==> src/rtl/gol_row_engine.sv <==
// Game-of-Life row engine: streams one generation from a row-wide memory into a write buffer.
// Define GOL_POPCOUNT_EN to add a live-cell population output for the generation written.
module gol_row_engine #(
    parameter int unsigned WIDTH        = 32,
    parameter int unsigned HEIGHT       = 24,
    parameter bit          WRAP         = 1'b1,
    parameter logic [8:0]  BIRTH_MASK   = 9'b000001000,
    parameter logic [8:0]  SURVIVE_MASK = 9'b000001100,
    localparam int unsigned ROW_W       = $clog2(HEIGHT)
`ifdef GOL_POPCOUNT_EN
    , localparam int unsigned POP_W     = $clog2(WIDTH * HEIGHT + 1)
`endif
) (
    input  logic             clk,
    input  logic             rst_n,
    input  logic             start,
    output logic             busy,
    output logic             done,
    output logic             rd_en,
    output logic [ROW_W-1:0] rd_addr,
    input  logic [WIDTH-1:0] rd_data,
    output logic             wr_en,
    output logic [ROW_W-1:0] wr_addr,
    output logic [WIDTH-1:0] wr_data,
    output logic [15:0]      gen_count
`ifdef GOL_POPCOUNT_EN
    ,
    output logic [POP_W-1:0] population
`endif
);

    localparam int unsigned CNT_W = $clog2(HEIGHT + 7);
    localparam logic [CNT_W-1:0] LastRd     = CNT_W'(HEIGHT + 2);
    localparam logic [CNT_W-1:0] LastWr     = CNT_W'(HEIGHT + 5);
    localparam logic [CNT_W-1:0] FirstShift = CNT_W'(2);
    localparam logic [CNT_W-1:0] LastShift  = CNT_W'(HEIGHT + 3);
    localparam logic [CNT_W-1:0] FirstCalc  = CNT_W'(5);
    localparam logic [CNT_W-1:0] LastCalc   = CNT_W'(HEIGHT + 4);

    typedef enum logic [1:0] {StIdle, StFetch, StDrain, StDone} state_e;

    state_e           state_q, state_d;
    logic [CNT_W-1:0] cyc_q;  // cycle index relative to the accepting cycle (cycle 0)
    logic [ROW_W-1:0] rd_row;
    logic             accept, shift, edge_row, calc;
    logic [WIDTH-1:0] up_q, mid_q, dn_q;
    logic [WIDTH-1:0] nb [8];
    logic [WIDTH-1:0] next_row;
    logic [3:0]       cnt;
    logic             wr_en_q;
    logic [ROW_W-1:0] wr_addr_q;
    logic [WIDTH-1:0] wr_data_q;
    logic [15:0]      gen_q;

    assign accept = start && (state_q == StIdle || state_q == StDone);

    always_ff @(posedge clk or negedge rst_n) begin
        if (!rst_n) state_q <= StIdle;
        else        state_q <= state_d;
    end

    always_comb begin
        state_d = state_q;
        unique case (state_q)
            StIdle:  if (start) state_d = StFetch;
            StFetch: if (cyc_q == LastRd) state_d = StDrain;
            StDrain: if (cyc_q == LastWr) state_d = StDone;
            StDone:  state_d = start ? StFetch : StIdle;
            default: state_d = StIdle;
        endcase
    end

    always_comb begin
        busy    = 1'b0;
        done    = 1'b0;
        rd_en   = 1'b0;
        rd_addr = '0;
        unique case (state_q)
            StFetch: begin
                busy    = 1'b1;
                rd_en   = 1'b1;
                rd_addr = rd_row;
            end
            StDrain: busy = 1'b1;
            StDone:  done = 1'b1;
            default: ;
        endcase
    end

    // Read k (issued in cycle k+1) walks H-1, 0 .. H-1, 0 so the window wraps vertically.
    always_comb begin
        if (cyc_q == CNT_W'(1))   rd_row = ROW_W'(HEIGHT - 1);
        else if (cyc_q == LastRd) rd_row = '0;
        else                      rd_row = ROW_W'(cyc_q - CNT_W'(2));
    end

    always_ff @(posedge clk or negedge rst_n) begin
        if (!rst_n)      cyc_q <= '0;
        else if (accept) cyc_q <= CNT_W'(1);
        else if (busy)   cyc_q <= cyc_q + CNT_W'(1);
    end

    assign shift    = busy && cyc_q >= FirstShift && cyc_q <= LastShift;
    assign edge_row = (cyc_q == FirstShift) || (cyc_q == LastShift);
    assign calc     = busy && cyc_q >= FirstCalc && cyc_q <= LastCalc;

    always_ff @(posedge clk or negedge rst_n) begin
        if (!rst_n) begin
            up_q  <= '0;
            mid_q <= '0;
            dn_q  <= '0;
        end else if (shift) begin
            up_q  <= mid_q;
            mid_q <= dn_q;
            dn_q  <= (!WRAP && edge_row) ? '0 : rd_data;
        end
    end

    // west[i] = row[i-1], east[i] = row[i+1]; the edge bit wraps or reads dead.
    function automatic logic [WIDTH-1:0] west(input logic [WIDTH-1:0] row);
        return {row[WIDTH-2:0], WRAP ? row[WIDTH-1] : 1'b0};
    endfunction

    function automatic logic [WIDTH-1:0] east(input logic [WIDTH-1:0] row);
        return {WRAP ? row[0] : 1'b0, row[WIDTH-1:1]};
    endfunction

    assign nb[0] = up_q;
    assign nb[1] = west(up_q);
    assign nb[2] = east(up_q);
    assign nb[3] = west(mid_q);
    assign nb[4] = east(mid_q);
    assign nb[5] = dn_q;
    assign nb[6] = west(dn_q);
    assign nb[7] = east(dn_q);

    always_comb begin
        next_row = '0;
        cnt      = '0;
        for (int i = 0; i < WIDTH; i++) begin
            cnt = '0;
            for (int j = 0; j < 8; j++) cnt = cnt + 4'(nb[j][i]);
            next_row[i] = mid_q[i] ? SURVIVE_MASK[cnt] : BIRTH_MASK[cnt];
        end
    end

    always_ff @(posedge clk or negedge rst_n) begin
        if (!rst_n) begin
            wr_en_q   <= 1'b0;
            wr_addr_q <= '0;
            wr_data_q <= '0;
        end else begin
            wr_en_q <= calc;
            if (calc) begin
                wr_addr_q <= ROW_W'(cyc_q - FirstCalc);
                wr_data_q <= next_row;
            end
        end
    end

    always_ff @(posedge clk or negedge rst_n) begin
        if (!rst_n)                gen_q <= '0;
        else if (state_q == StDone) gen_q <= gen_q + 16'd1;
    end

    assign wr_en     = wr_en_q;
    assign wr_addr   = wr_addr_q;
    assign wr_data   = wr_data_q;
    assign gen_count = gen_q;

`ifdef GOL_POPCOUNT_EN
    logic [POP_W-1:0] pop_q, row_pop;

    always_comb begin
        row_pop = '0;
        for (int i = 0; i < WIDTH; i++) row_pop = row_pop + POP_W'(wr_data_q[i]);
    end

    always_ff @(posedge clk or negedge rst_n) begin
        if (!rst_n)       pop_q <= '0;
        else if (accept)  pop_q <= '0;
        else if (wr_en_q) pop_q <= pop_q + row_pop;
    end

    assign population = pop_q;
`endif

endmodule

==> config.mk <==
export PLATFORM = sky130hd
export DESIGN_NAME = gol_row_engine
export DESIGN_NICKNAME = d
export VERILOG_FILES = /design/src/rtl/gol_row_engine.sv
export SDC_FILE = /design/constraint.sdc
export NUM_CORES = 1
export LEC_CHECK = 0
export ABC_AREA = 1
export BUFFER_PORTS_ARGS = -buffer_cell sky130_fd_sc_hd__buf_2
export CORE_MARGIN = 2
export CORE_UTILIZATION = 55
export CTS_CLUSTER_DIAMETER = 50
export CTS_CLUSTER_SIZE = 12
export DETAILED_ROUTE_END_ITERATION = 12
export MAX_ROUTING_LAYER = met4
export PLACE_DENSITY = 0.74
export SLEW_MARGIN = 20
export SYNTH_ARGS = -nofsm -noshare
export SYNTH_HDL_FRONTEND = slang
export SYNTH_SLANG_ARGS = --single-unit
==> constraint.sdc <==
create_clock -name clk -period 4.2 [get_ports clk]
set_input_delay 0.84 -clock clk [delete_from_list [all_inputs] [get_ports clk]]
set_output_delay 0.84 -clock clk [all_outputs]
set_load 0.02 [all_outputs]
After elaboration in Yosys (flattened, before gate mapping)
Memory sizes are Yosys's and may differ from the RTL's.
Cells that the tools add are included.
{"block": "classes", "mux": 109, "reduce_logical": 10, "magnitude_cmp": 36, "n_eq_ne": 9, "add_sub_neg": 228}
{"cell": "adder 4 x 1 -> 4 bit", "n": 128}
{"cell": "< comparator 4 x 5 -> 1 bit, second input constant", "n": 32}
{"cell": "adder 3 x 1 -> 4 bit", "n": 32}
{"cell": "two-way mux 1 bit", "n": 100}
{"cell": "adder 2 x 1 -> 3 bit", "n": 32}
{"cell": "adder 1 x 1 -> 2 bit", "n": 32}
{"cell": "two-way mux 5 bit", "n": 5}
{"cell": "adder 16 x 1 -> 16 bit, second input constant", "n": 1}
{"cell": "equality test 5 bit, second input constant", "n": 2}
{"cell": "<= comparator 5 bit, second input constant", "n": 2}
{"cell": "one-hot mux 2 bit (4 select lines)", "n": 1}
{"cell": "two-way mux 2 bit", "n": 3}
{"cell": "inequality test 2 bit, second input constant", "n": 3}
{"cell": "adder 5 x 1 -> 5 bit, second input constant", "n": 1}
{"cell": "equality test 5 x 1 -> 1 bit, second input constant", "n": 1}
{"cell": "greater-or-equal comparator 5 x 2 -> 1 bit, second input constant", "n": 1}
{"cell": "greater-or-equal comparator 5 x 3 -> 1 bit, second input constant", "n": 1}
{"cell": "logical AND 1 bit", "n": 5}
{"cell": "subtractor 5 x 2 -> 5 bit, second input constant", "n": 1}
{"cell": "subtractor 5 x 3 -> 5 bit, second input constant", "n": 1}
{"cell": "equality test 2 bit, second input constant", "n": 2}
{"cell": "AND reduction 3 bit", "n": 1}
{"cell": "equality test 2 x 1 -> 1 bit, second input constant", "n": 1}
{"cell": "logical NOT 2 bit", "n": 1}
{"cell": "3 further kinds", "n": 3}
{"block": "word_totals", "memories": 64, "mem_bits_ro": 1024, "regBits": 157, "in_bits": 35, "word_cells": 465}
{"name": "(no name shown)", "words": 16, "word_bits": 1, "rd": 1, "rd_clocked_by_memory_dff": 0, "wr": 0, "line": "143", "source": "next_row[i] = mid_q[i] ? SURVIVE_MASK[cnt] : BIRTH_MASK[cnt];"}
{"name": "(no name shown)", "words": 16, "word_bits": 1, "rd": 1, "rd_clocked_by_memory_dff": 0, "wr": 0, "line": "143"}
{"name": "(no name shown)", "words": 16, "word_bits": 1, "rd": 1, "rd_clocked_by_memory_dff": 0, "wr": 0, "line": "143"}
{"name": "(no name shown)", "words": 16, "word_bits": 1, "rd": 1, "rd_clocked_by_memory_dff": 0, "wr": 0, "line": "143"}
{"name": "(no name shown)", "words": 16, "word_bits": 1, "rd": 1, "rd_clocked_by_memory_dff": 0, "wr": 0, "line": "143"}
{"name": "(no name shown)", "words": 16, "word_bits": 1, "rd": 1, "rd_clocked_by_memory_dff": 0, "wr": 0, "line": "143"}
{"name": "+58 memories"}

Depth between registers and ports, before layout
{"block": "depth", "word_depth": 10, "mapped_depth": 15, "depth_no_buf": 15}

Worst setup path before layout
Ideal clock, no wire load.
{"block": "synth_path", "path_kind": "reg2reg", "start": "reg up_q[0]", "end": "reg wr_data_q[0] (netlist: wr_data[0])", "path_buffers": 0, "path_stages_with_launch": 12, "period_less_slack_ps": 3026, "arrival_ps": 2961, "setup_ps": 65, "setup_slack_ps": 1174, "cell_sequence": "dfrtp_1 -> fa_1 -> inv_1 -> fa_1 -> fa_1 -> inv_1 -> ha_1 -> fa_1 -> o211ai_1 -> a21oi_1 -> nand2_1 -> nand2_1"}
{"block": "synth_between", "elab_chain_cells": 10, "word_cells_on_any_way": 12, "classes_between": "add/sub (7); mux (3); memory (2)"}
{"element": "from (decl)", "line": "46", "source": "logic [WIDTH-1:0] up_q, mid_q, dn_q;"}
{"element": "from (signal assigned)", "line": "113", "source": "up_q <= mid_q;"}
{"element": "adder 1 x 1 -> 2 bit (*)", "line": "142", "source": "for (int j = 0; j < 8; j++) cnt = cnt + 4'(nb[j][i]);"}
{"element": "adder 2 x 1 -> 3 bit (*)", "line": "142"}
{"element": "adder 3 x 1 -> 4 bit (*)", "line": "142"}
{"element": "adder 4 x 1 -> 4 bit (*) (4 in a row)", "line": "142"}
{"element": "memory (16 x 1 bit)"}
{"element": "two-way mux 1 bit (implied by the code)", "line": "143"}
{"element": "two-way mux 1 bit (*)", "line": "143"}
{"element": "to (signal assigned)", "line": "156", "source": "wr_data_q <= next_row;"}
{"element": "to (decl)", "line": "52", "source": "logic [WIDTH-1:0] wr_data_q;"}
Mark *: on every way between the ends. The rest lies on a longest branch, timed or not. The select of a mux whose other input is x is not followed.
A chain may end at the register's enable or synchronous reset.

Worst setup path after layout
{"block": "layout_path", "start": "reg up_q[16]", "end": "reg wr_data_q[17] (netlist: wr_data[17])"}
The elaborated chain is that of the path after synthesis.

==> impl_results.md <==
- Post-synthesis instance total: 1416
- CP Buf/Inv Count: 3
- Post-synthesis async set-or-reset flop share: 100%
- Compound-Gate Fraction of Synth Area: 3.59%
- Largest cells by area after synthesis: dfrtp_1 (32%), fa_1 (21%), nand2_1 (13%)
- Register area share after synthesis: 32.0%
- Wire length per cell: ~14 um
- Worst endpoint required time: around 4.6 ns
- RSZ-0062 raised after global routing: no
- CTS tree: yes
- Initial DRC Count: 505
- Starting Density: a little under three fifths
- Worst Hold Class: in2async
- Most common cell after layout, fill and taps aside: nand2_1
- Synth Cell Area: 0.0123 mm^2
- Ys Warns: 0
- Vias in the first global route: about 9600
- Hold Violations, Final: 0
- First-pass DRT Iterations: 5
- Clk_lat worst skew: 0.43 ns
- CTS H-tree depth: 4
- Initial antenna violation count: 0
- Worst Setup End Kind: register
- First-pass GRT wire length: 45.2 mm
- Multiplexer area fraction after synthesis: 0.0918%
- Core area: 0.0219 mm^2
- ANT nets after route: 0
- CP dominant cell by count: fa_1
- Largest net degree at the start of global routing: 97
- Max Slew Vio Count: 0
- Layout cell share with drive strength beyond 1: 9.74%
- I/O pins: 97
- CTS Hold Buffers Added: 0
- Min cycle time layout: around 3.3 ns
- Area Growth Syn to Fin: 10.6%
- Post-Synth XOR/XNOR Area: 0.856%
- DR vias/cell: slightly above 5
- N_diodes: 0
- Post-CTS sizing: 0
- CTS root buf: clkbuf_16
- Post-route setup slack: 0.931 ns
- Place WS: 0.965 ns
- GPL Wtd Cong: 0.811
- Die Y: ~150 um
- Status: finished, final reports clean
- Crit path largest cell delay: ~0.55 ns
- Crit-path max FO: 4
- Largest delay contributor family on the critical path: adder cells
- Number of flops mapped to enable cells by yosys: 0
- FF+latch count, synth: 157
- Sum Neg Setup Slack: 0 ns
- Simple-gate share of the synthesized area: 21.1%
- Via Count: 9128
- Die area: 0.0235 mm^2
- Synth Area in Adders: 32.2%
- Fin crit share: 77.8%
- Worst endpoint data arrival time: 3.64 ns
- Yosys top cell by area: dfrtp_1
- Crit start category: register
- # clock sinks: 157
- Clock skew: 0.0154 ns
- Gr usage total: 24.1%
- Predominant post-synthesis flop cell: dfrtp_1
- Post-DP HPWL: 18.0 mm
- Syn_nets: approximately 1700
- Postcts setup bufs: 0
- Worst slew pin tran: 1.02 ns
- FMAX: 306 MHz
- Clock transition at path regs: ~0.07 ns
- # DRC: 0
- Mean Syn Cell Area: 8.67 um^2
- Share of the synthesized area in the top cell type: between 30% and 40%
- Drt total wl: between 20 and 30 mm
- Die width: 153 um
- Library cells used by synthesis: 31
- CP Class: reg2reg
- Slowest CP cell: fa_1
- Crit-path cells: fa_1, inv_1, fa_1, fa_1, inv_1, ha_1, fa_1, o21ai_0, nor2_1, nand2_1, inv_1, nand2_1, nand2_1
- Num CTS Buffers: 17
- Final Setup Violations: 0
- Clock buffer depth: 2
- Grt ovf: 0
- Max-cap viol count: 0
- Layout Utilization: 62.0%
- I/O Buffers: 96
- Largest family of logic cells by synthesized area: adder cells
- Final Net Count: 1770
- Cell Rows: 54
- Most frequent cells in the layout: nand2_1 (434), inv_1 (262), dfrtp_1 (157), fa_1 (128), ha_1 (111)
- Rel. slew slack: around 32%
## metal layers
layer,global-route usage (%),share of wire [%]
met3,3.66,4.1
met2,39.8,49
met4,5.55,0.82
met5,-,0
met1,31.8,47
## worst reg2reg max path, stage by stage (launching register included)
cell and delay, ns:
dfrtp_1 0.45, fa_1 0.55, inv_1 0.05, fa_1 0.46, fa_1 0.49, inv_1 0.04
ha_1 0.22, fa_1 0.50, o21ai_0 0.08, nor2_1 0.10, nand2_1 0.06, inv_1 0.06
nand2_1 0.06, nand2_1 0.10
## stage by stage
step,hold WS (ns),cells,cell area [um^2]
finish,0.405,1789,13600
global route,0.451,1789,13600
CTS,0.428,1789,13600
detailed placement,0.460,1757,12900
global placement,0.457,1756,12900
floorplan,0.464,1416,12300
## cell families (layout without fill, tap and decap cells)
kind of cell	after synthesis	count (layout)
DFF	157	157
and+or+nand+nor	624	624
adders and majority gates	239	239
xor gates and xnor gates	12	12
buffers and inverters	306	399
AOI/OAI and AO/OA	77	77
muxes	1	1
## cells in the mapped netlist, drive strengths merged (2+ instances only)
library cell    n
inv           265
buf            34
dfrtp         157
o21ai          31
nor2           55
ha            111
nor3            3
nand3b         19
nand2         436
fa            128
a21oi          24
clkbuf          7
nand3         108
a31oi           2
xnor2           5
xor2            7
o211ai         19
## area by class of cell
cell class,instances,area (um^2)
timing repair buffer,102,564
multi-input combinational,953,7120
tap,280,350
inverter,265,995
fill,1895,8310
clock inverter,15,196
sequential,157,3930
clock buffer,17,425
## state kept, by name (all words and copies together), names as in the netlist
name / cells
dn_q: 32
wr_addr: 5
cyc_q: 5
wr_data: 32
mid_q: 32
gen_count: 16
state_q: 2
up_q: 32
wr_en: 1
## worst paths after layout
check	endpoint	start	slack [ns]	cells after the start
max in group asynchronous	mid_q[13]$_DFFE_PN0P_	rst_n	2.90	2
worst max register to register	wr_data[17]$_DFFE_PN0P_	up_q[16]$_DFFE_PN0P_	0.93	13
min in group clk	wr_data[4]$_DFFE_PN0P_	wr_data[4]$_DFFE_PN0P_	0.47	2
worst max-delay path	wr_data[17]$_DFFE_PN0P_	up_q[16]$_DFFE_PN0P_	0.93	13
worst min-delay path	wr_data[21]$_DFFE_PN0P_	rst_n	0.41	1
worst min register to register	wr_data[4]$_DFFE_PN0P_	wr_data[4]$_DFFE_PN0P_	0.47	2
Power is not shown: default switching activity piles up to over one toggle a cycle in this logic, so the estimate is an artifact.
